**config.mk**
```make
export PLATFORM = sky130hd
export DESIGN_NAME = apb_reg_completer_flat
export DESIGN_NICKNAME = d
export VERILOG_FILES = /design/src/rtl/apb_reg_completer_if.sv /design/src/rtl/apb_reg_completer.sv /design/src/flat_wrapper.sv
export SDC_FILE = /design/constraint.sdc
export NUM_CORES = 1
export LEC_CHECK = 0
export BUFFER_PORTS_ARGS = -buffer_cell sky130_fd_sc_hd__buf_4
export CORE_MARGIN = 8
export CORE_UTILIZATION = 57
export CTS_CLUSTER_DIAMETER = 50
export DETAILED_ROUTE_END_ITERATION = 8
export PLACE_DENSITY = 0.83
export SETUP_SLACK_MARGIN = 0.5
export SKIP_LAST_GASP = 1
export SLEW_MARGIN = 20
export SYNTH_ARGS = -nofsm -noshare
export SYNTH_HDL_FRONTEND = slang
export SYNTH_SLANG_ARGS = --single-unit
export TNS_END_PERCENT = 10
```
**constraint.sdc**
```tcl
create_clock -name PCLK -period 2.95 [get_ports PCLK]
set_input_delay 0.1475 -clock PCLK [delete_from_list [all_inputs] [get_ports PCLK]]
set_output_delay 0.1475 -clock PCLK [all_outputs]
set_load 0.005 [all_outputs]
```
**src/rtl/apb_reg_completer_if.sv**
```systemverilog
// APB bus bundle for the register completer: requester-driven request fields,
// completer-driven response fields.
`timescale 1ns/1ps
interface apb_reg_completer_if #(
  parameter int addr_width = 32,
  parameter int data_width = 32
);
  logic                  PSEL;
  logic                  PENABLE;
  logic                  PWRITE;
  logic [addr_width-1:0] PADDR;
  logic [data_width-1:0] PWDATA;
  logic [data_width-1:0] PRDATA;
  logic                  PREADY;
  logic                  PSLVERR;

  modport master (
    output PSEL, PENABLE, PWRITE, PADDR, PWDATA,
    input  PRDATA, PREADY, PSLVERR
  );

  modport slave (
    input  PSEL, PENABLE, PWRITE, PADDR, PWDATA,
    output PRDATA, PREADY, PSLVERR
  );
endinterface

```
**src/rtl/apb_reg_completer.sv**
```systemverilog
// APB completer with NUM_REGS-1 read/write words plus a read-only transfer counter
// in the top word; every access is stretched by WAIT_STATES PREADY-low cycles.
`timescale 1ns/1ps
module apb_reg_completer #(
  parameter int addr_width  = 32,
  parameter int data_width  = 32,
  parameter int NUM_REGS    = 8,
  parameter int WAIT_STATES = 2
) (
  input  logic                  PCLK,
  input  logic                  PRESET,
  apb_reg_completer_if.slave    apb,
  output logic [data_width-1:0] ctrl_o
);

  localparam int IDX_W    = (NUM_REGS > 1) ? $clog2(NUM_REGS) : 1;
  localparam int CNT_W    = (WAIT_STATES > 0) ? $clog2(WAIT_STATES + 1) : 1;
  localparam int XFER_IDX = NUM_REGS - 1;

  localparam logic [IDX_W:0]        REG_LIMIT = (IDX_W + 1)'(NUM_REGS);
  localparam logic [IDX_W-1:0]      XFER_SEL  = IDX_W'(XFER_IDX);
  localparam logic [CNT_W-1:0]      CNT_LOAD  = CNT_W'(WAIT_STATES);
  localparam logic [CNT_W-1:0]      CNT_ONE   = CNT_W'(1);
  localparam logic [data_width-1:0] DATA_ONE  = data_width'(1);

  typedef enum logic {IDLE, ACCESS} state_t;

  state_t                  state_reg, state_next;
  logic [CNT_W-1:0]        cnt_reg, cnt_next;
  logic                    capture;

  logic [addr_width-1:0]   addr_reg;
  logic                    write_reg;
  logic [data_width-1:0]   wdata_reg;

  logic [data_width-1:0]   regs_reg [NUM_REGS-1];
  logic [data_width-1:0]   xfer_cnt_reg;

  logic [IDX_W-1:0]        idx;
  logic                    is_xfer;
  logic                    err;
  logic [data_width-1:0]   rd_word;

  logic                    pready;
  logic                    pslverr;
  logic [data_width-1:0]   prdata;
  logic                    complete;
  logic                    wr_en;

  // ---------------- FSM: state register ----------------
  always_ff @(posedge PCLK or negedge PRESET) begin
    if (!PRESET) begin
      state_reg <= IDLE;
      cnt_reg   <= '0;
    end else begin
      state_reg <= state_next;
      cnt_reg   <= cnt_next;
    end
  end

  // ---------------- FSM: next-state logic ----------------
  always_comb begin
    state_next = state_reg;
    cnt_next   = cnt_reg;
    capture    = 1'b0;
    case (state_reg)
      IDLE: begin
        // PSEL with PENABLE already high is an illegal entry and is ignored.
        if (apb.PSEL && !apb.PENABLE) begin
          state_next = ACCESS;
          cnt_next   = CNT_LOAD;
          capture    = 1'b1;
        end
      end
      ACCESS: begin
        if (!apb.PSEL) begin
          state_next = IDLE;
        end else if (apb.PENABLE) begin
          if (cnt_reg == '0) begin
            state_next = IDLE;
          end else begin
            cnt_next = cnt_reg - CNT_ONE;
          end
        end
      end
      default: state_next = IDLE;
    endcase
  end

  // ---------------- FSM: outputs ----------------
  always_comb begin
    pready   = (state_reg == ACCESS) && (cnt_reg == '0);
    pslverr  = pready && err;
    prdata   = (pready && !write_reg && !err) ? rd_word : '0;
    complete = pready && apb.PSEL && apb.PENABLE;
    wr_en    = complete && write_reg && !err;
  end

  assign apb.PREADY  = pready;
  assign apb.PSLVERR = pslverr;
  assign apb.PRDATA  = prdata;

  // Request fields are frozen at SETUP so bus changes during ACCESS have no effect.
  always_ff @(posedge PCLK or negedge PRESET) begin
    if (!PRESET) begin
      addr_reg  <= '0;
      write_reg <= 1'b0;
      wdata_reg <= '0;
    end else if (capture) begin
      addr_reg  <= apb.PADDR;
      write_reg <= apb.PWRITE;
      wdata_reg <= apb.PWDATA;
    end
  end

  // ---------------- address decode and error ----------------
  always_comb begin
    idx     = addr_reg[IDX_W+1:2];
    is_xfer = (idx == XFER_SEL);
    err     = ({1'b0, idx} >= REG_LIMIT)
           || (addr_reg[1:0] != 2'b00)
           || (addr_reg[addr_width-1:IDX_W+2] != '0)
           || (write_reg && is_xfer);
  end

  always_comb begin
    rd_word = '0;
    for (int i = 0; i < NUM_REGS - 1; i++) begin
      if (idx == IDX_W'(i)) begin
        rd_word = regs_reg[i];
      end
    end
    if (is_xfer) begin
      rd_word = xfer_cnt_reg;
    end
  end

  // ---------------- register file ----------------
  generate
    for (genvar gi = 0; gi < NUM_REGS - 1; gi++) begin : g_reg
      localparam logic [IDX_W-1:0] GI_IDX = IDX_W'(gi);
      always_ff @(posedge PCLK or negedge PRESET) begin
        if (!PRESET) begin
          regs_reg[gi] <= '0;
        end else if (wr_en && (idx == GI_IDX)) begin
          regs_reg[gi] <= wdata_reg;
        end
      end
    end
  endgenerate

  // Counts only clean completions; a read of the counter sees the pre-increment value.
  always_ff @(posedge PCLK or negedge PRESET) begin
    if (!PRESET) begin
      xfer_cnt_reg <= '0;
    end else if (complete && !err) begin
      xfer_cnt_reg <= xfer_cnt_reg + DATA_ONE;
    end
  end

  assign ctrl_o = regs_reg[0];

endmodule

```
**src/flat_wrapper.sv**
```systemverilog
// flat-port wrapper written by rule: the top's interface ports become plain ports
module apb_reg_completer_flat 
#(
  parameter int addr_width  = 32,
  parameter int data_width  = 32,
  parameter int NUM_REGS    = 8,
  parameter int WAIT_STATES = 2
)
  (PCLK, PRESET, ctrl_o, apb_PSEL, apb_PENABLE, apb_PWRITE, apb_PADDR, apb_PWDATA, apb_PRDATA, apb_PREADY, apb_PSLVERR);
  apb_reg_completer_if #(.addr_width(addr_width), .data_width(data_width)) apb_i ();
  input  logic PCLK;
  input  logic PRESET;
  output logic [data_width-1:0] ctrl_o;
  input wire logic [$bits(apb_i.PSEL)-1:0] apb_PSEL;
  input wire logic [$bits(apb_i.PENABLE)-1:0] apb_PENABLE;
  input wire logic [$bits(apb_i.PWRITE)-1:0] apb_PWRITE;
  input wire logic [$bits(apb_i.PADDR)-1:0] apb_PADDR;
  input wire logic [$bits(apb_i.PWDATA)-1:0] apb_PWDATA;
  output wire logic [$bits(apb_i.PRDATA)-1:0] apb_PRDATA;
  output wire logic [$bits(apb_i.PREADY)-1:0] apb_PREADY;
  output wire logic [$bits(apb_i.PSLVERR)-1:0] apb_PSLVERR;
  assign apb_i.PSEL = apb_PSEL;
  assign apb_i.PENABLE = apb_PENABLE;
  assign apb_i.PWRITE = apb_PWRITE;
  assign apb_i.PADDR = apb_PADDR;
  assign apb_i.PWDATA = apb_PWDATA;
  assign apb_PRDATA = apb_i.PRDATA;
  assign apb_PREADY = apb_i.PREADY;
  assign apb_PSLVERR = apb_i.PSLVERR;
  apb_reg_completer #(.addr_width(addr_width), .data_width(data_width), .NUM_REGS(NUM_REGS), .WAIT_STATES(WAIT_STATES)) u_core (.PCLK(PCLK), .PRESET(PRESET), .apb(apb_i), .ctrl_o(ctrl_o));
endmodule
```
**Word-level counts from Yosys, hierarchy flattened**

Index checks and enable logic that the tools add are counted.

- Register bits after elaboration: 324
- Bits of input ports: 69
- Logic and storage cells: 75

- Add/subtract/negate cells: 2
- Eq/ne operators: 11
- Mux-type cells: 20
- Bitwise operators: 1
- Reduce and logical (&&, ||, !) cells: 28

Operator list:

| operator | count |
|---|---|
| 32-bit two-way mux | 9 |
| 32-bit by 1-bit adder with 32-bit output (second input constant) | 1 |
| 27-bit nonzero test | 1 |
| 1-bit logical AND | 18 |
| 3-bit equality test (second input constant) | 4 |
| 2-bit two-way mux | 4 |
| 3-bit by 2-bit equality test with 1-bit output (second input constant) | 2 |
| 2-bit inequality test (second input constant) | 3 |
| 1-bit two-way mux | 5 |
| 2-bit case mux with 2 select lines | 1 |
| 4-bit AND reduction | 1 |
| 3-bit by 1-bit equality test with 1-bit output (second input constant) | 1 |
| 1-bit logical NOT | 3 |
| 3-bit logical NOT | 1 |
| 2-bit logical NOT | 1 |
| 1-bit logical OR | 2 |
| 2-bit by 1-bit inequality test with 1-bit output (second input constant) | 1 |
| 1-bit case mux with 2 select lines | 1 |
| 2-bit nonzero test | 1 |
| 2-bit by 1-bit subtractor with 2-bit output (second input constant) | 1 |
| 1-bit inverter | 1 |

**Depth between registers and ports, before layout**

- Depth in word-level cells: 10
- Mapped depth: 9
- Gate-level depth less buffers: 7

**Worst setup path before layout**

OpenSTA, ideal clock, no wires.

- Path kind: reg-to-reg
- Start point: register u_core.addr_reg[14]
- End point: register u_core.regs_reg, in the netlist u_core.ctrl_o[6]
- Setup time: 127 ps
- Arrival time: 2129 ps
- Path slack: 693 ps
- Cell stages (with the launch flop): 9
- Path buffers: 3
- Period minus slack after synthesis: 2257 ps
- Cell sequence: dfrtp_1 -> nor4_1 -> and4_1 -> buf_2 -> nand3_2 -> buf_2 -> nor4b_4 -> buf_6 -> mux2_1

- Cells in the longest elaborated chain, start to end: 6

RTL lines:

| element | line | source |
|---|---|---|
| start, declared | apb_reg_completer.sv:32 | `logic [addr_width-1:0] addr_reg;` |
| start signal, assigned | apb_reg_completer.sv:110 | `addr_reg <= apb.PADDR;` |
| 27-bit nonzero test | apb_reg_completer.sv:122 | `\|\| (addr_reg[addr_width-1:IDX_W+2] != '0)` |
| 1-bit logical OR | apb_reg_completer.sv:122 |  |
| 1-bit logical OR | apb_reg_completer.sv:123 | `\|\| (write_reg && is_xfer);` |
| 1-bit logical NOT | apb_reg_completer.sv:96 | `wr_en = complete && write_reg && !err;` |
| 1-bit logical AND | apb_reg_completer.sv:96 |  |
| 1-bit logical AND | apb_reg_completer.sv:145 | `end else if (wr_en && (idx == GI_IDX)) begin` |
| end signal, assigned by index | apb_reg_completer.sv:146 | `regs_reg[gi] <= wdata_reg;` |
| end, declared | apb_reg_completer.sv:36 | `logic [data_width-1:0] regs_reg [NUM_REGS-1];` |

No other way between the ends.
A chain may end at the register's enable or synchronous reset.

**Worst setup path in the final report**

- Start point: register u_core.cnt_reg[0]
- End point: output port apb_PRDATA[0]

- Cells in the longest elaborated chain, start to end: 5

RTL lines:

| element | line | source |
|---|---|---|
| start, declared | apb_reg_completer.sv:29 | `logic [CNT_W-1:0] cnt_reg, cnt_next;` |
| start signal, assigned | apb_reg_completer.sv:57 | `cnt_reg <= cnt_next;` |
| 2-bit logical NOT | apb_reg_completer.sv:92 | `pready = (state_reg == ACCESS) && (cnt_reg == '0);` |
| 1-bit logical AND | apb_reg_completer.sv:92 |  |
| 1-bit logical AND (2 in series) | apb_reg_completer.sv:94 | `prdata = (pready && !write_reg && !err) ? rd_word : '0;` |
| 32-bit two-way mux | apb_reg_completer.sv:94 |  |
| end, declared | flat_wrapper.sv:19 | `output wire logic [$bits(apb_i.PRDATA)-1:0] apb_PRDATA;` |

No other way between the ends.

==> out/qor.yml <==
h-tree-depth: 2
die-area_mm2: 0.0316
nets: 1461
utilization_pct: 74.2
grt_antenna_before_repair: 0
power_switching_mw: 3.14
crit_fanout: 14
die_h_um: 178
place.gp.congestion: 0.851
swShare_pct: 28.0
fin_setup_tns_ps: 0
worst_pin_slew_ps: 1020
synth_top_area_share_pct: 54.4
synth_area_leaders: "dfrtp_1 54%, mux2_2 19%, mux2_1 2.6%"
worstPathArrival_ps: 2530
crit_family: "buffers and inverters"
synth_fp_nets: 1251
grt_pass1_vias: 11900
gr-total-overflow: 0
rsz0062_at_grt: "true"
ys_warn_count: 0
status: "completed"
internal-power_mw: 8.08
p_clk_share_pct: 38.6
comb_power_share_pct: 17.0
clk_path_buf_depth: 3
vias: 11500
max_freq_mhz: 373
synth_cell_type_count: 42
clk_latency_ps: 520
die_width_um: 178
ys_seq_area_share_pct: 54.4
p_leak_nw: 9.12
crit_chain: "inv_1 -> ha_1 -> nand2_1 -> inv_1 -> nand4_1 -> buf_6 -> buf_12 -> a311oi_2 -> buf_4"
fp.coreArea_mm2: 0.0258
netlist_area_mm2: 0.0149
globalRouteTotalUtil_pct: 26.9
io_buffers: 134
crit_top_cell: "inv_1"
maxCapViolations: 0
hold_viol_final: 0
criticalPathCategory: "flip-flop to output pin"
root_buffer: "clkbuf_16"
viasPerCell: 6.57
postRouteAntennaNets: 0
max_slew_margin_pct: 31.5
synth_area_per_cell_um2: 12.6
rows: 59
power.density_mw_per_mm2: 585
drcViolationCount: 0
final_max_slew_viol_count: 0
post-route-min-period_ps: 2680
synthToLayoutAreaGrowth_pct: 28.6
sequentialPowerShare_pct: 44.4
cpPeakStageDelay_ps: 380
layout_common_cells: "322 x dfrtp_1, 251 x mux2_2, 179 x buf_4"
finClkSkew_ps: 15.7
cts.sinks: 324
report.final.setup_viol: 0
cts_tree: "done"
cp-end-kind: "output pin"
initial_core_util_pct: 57.7
postSynthCellCount: 1180
drtIter0Drc: 1253
yosys.area.top_type: "dfrtp_1"
ir_worst_vdd_uv: 513
final_common_cell: "dfrtp_1"
crit_required_ps: 2800
ys_ff_latch: 324
wl_per_cell_um: 26.6
diodes: 0
crit_slowest_cell: "dfrtp_1"
cts_buffers: 35
drive_above_1_share_pct: 41.3
largest_reg_flops: 192
fin_crit_sh_pct: 90.8
fin_area_mm2: 0.0192
power_mw: 11.2
dpl_cell_area_mm2: 0.0163
worst-path-buf-inv: 5
drt-total-wl_um: 46400
path_clk_slew_ps: 60
hold_path.class: "primary input to async pin"
dpl.cell_count: 1581
grt_max_degree: 92
grt_pass1_wl_um: 66800
dp_hpwl_um: 23200
pin_count: 135
cp-start-kind: "flip-flop"
dr.pass1.iters: 5
fin_cells: 1748
-- synth_stat cells, drive strengths merged --
library cell and instances:
nor4 14, a21oi 32, xor2 16, clkbuf 48, a31oi 1, mux2 287
mux2i 28, o21ai 33, and4 5, a211oi 1, nor2b 3, nor4b 2
nand2b 27, and3 2, clkinv 1, nor3b 1, o22ai 27, a22o 1
a221o 27, nor3 6, xnor2 15, a22oi 1, nand3 14, a311oi 27
nor2 47, mux4 9, nand4 19, inv 9, o21a 1, nand2 84
buf 64, ha 2, a221oi 1, or2 1, dfrtp 324
-- through the flow --
| stage | worst slack (ps) | hold WS [ps] |
|---|---|---|
| after floorplan | 693 | -148 |
| after detailed placement | 367 | 230 |
| after CTS | 418 | 286 |
| final | 272 | 242 |
| after global placement | 442 | 221 |
| after global routing | 187 | 327 |
-- worst register-to-register path: stages, from the launching register on --
cell	delay, ps
dfrtp_1	430
nor4_4	330
and4_4	290
buf_6	130
nand3_4	120
buf_4	180
nor4_4	360
buf_12	250
mux2_2	400
-- power by group through the flow --
| stage | clock network, mW | logic, mW | registers, mW |
|---|---|---|---|
| floorplan | 0 | 0.919 | 4.87 |
| global placement | 0 | 1.38 | 4.96 |
| detailed placement | 0 | 1.42 | 4.98 |
| CTS | 4.33 | 1.80 | 4.92 |
| global route | 4.54 | 2.01 | 5.00 |
| finish | 4.33 | 1.90 | 4.98 |
-- path summary, 6_finish.rpt --
path                                      from                    to  slack [ps]  depth (start not counted)
hold reg to reg            u_core.regs_reg[81]   u_core.regs_reg[81]         500                          1
hold / removal                          PRESET  u_core.regs_reg[146]         240                          2
min in group PCLK                apb_PWDATA[6]   u_core.wdata_reg[6]         410                          3
setup / recovery             u_core.cnt_reg[0]         apb_PRDATA[0]         270                          9
max in group asynchronous               PRESET    u_core.addr_reg[8]        1710                          3
setup reg to reg           u_core.addr_reg[27]  u_core.regs_reg[175]         350                          8
-- metal layers --
metal,up-vias,track usage (%),part of all wire (%)
met5,-,0,0
met4,0,14.0,5.3
met3,231,5.11,8.8
met2,789,45.3,50
met1,5803,32.7,36
li1,4667,-,-
-- final cells by class --
cell class                 instances  area, um2
inverter                          10       53.8
clock buffer                      56       1070
multi-input combinational        734       6670
timing repair buffer             285       2790
clock inverter                     4       55.1
sequential                       324       8110
tap                              335        419
fill                            1513       6670
-- cells by family after synthesis --
family	Yosys count	share of synthesized area, %
mux	324	24.9
simple gates	225	7.42
flops	324	54.4
fa+ha+maj	2	0.168
compound gates	152	7.03
buf+inv	122	4.26
xor+xnor	31	1.82
-- what timing repair did --
action / 4_1_cts / 5_1_grt
hold buffers: 69 / 0
pin swaps: 15 / 8
gates resized for setup: 82 / 23
endpoints found under the hold margin: 154 / 0
buffers inserted: 13 / 15
endpoints found under the setup margin: 182 / 277
cloned: 7 / 3
Power figures use the tool's default switching activity.
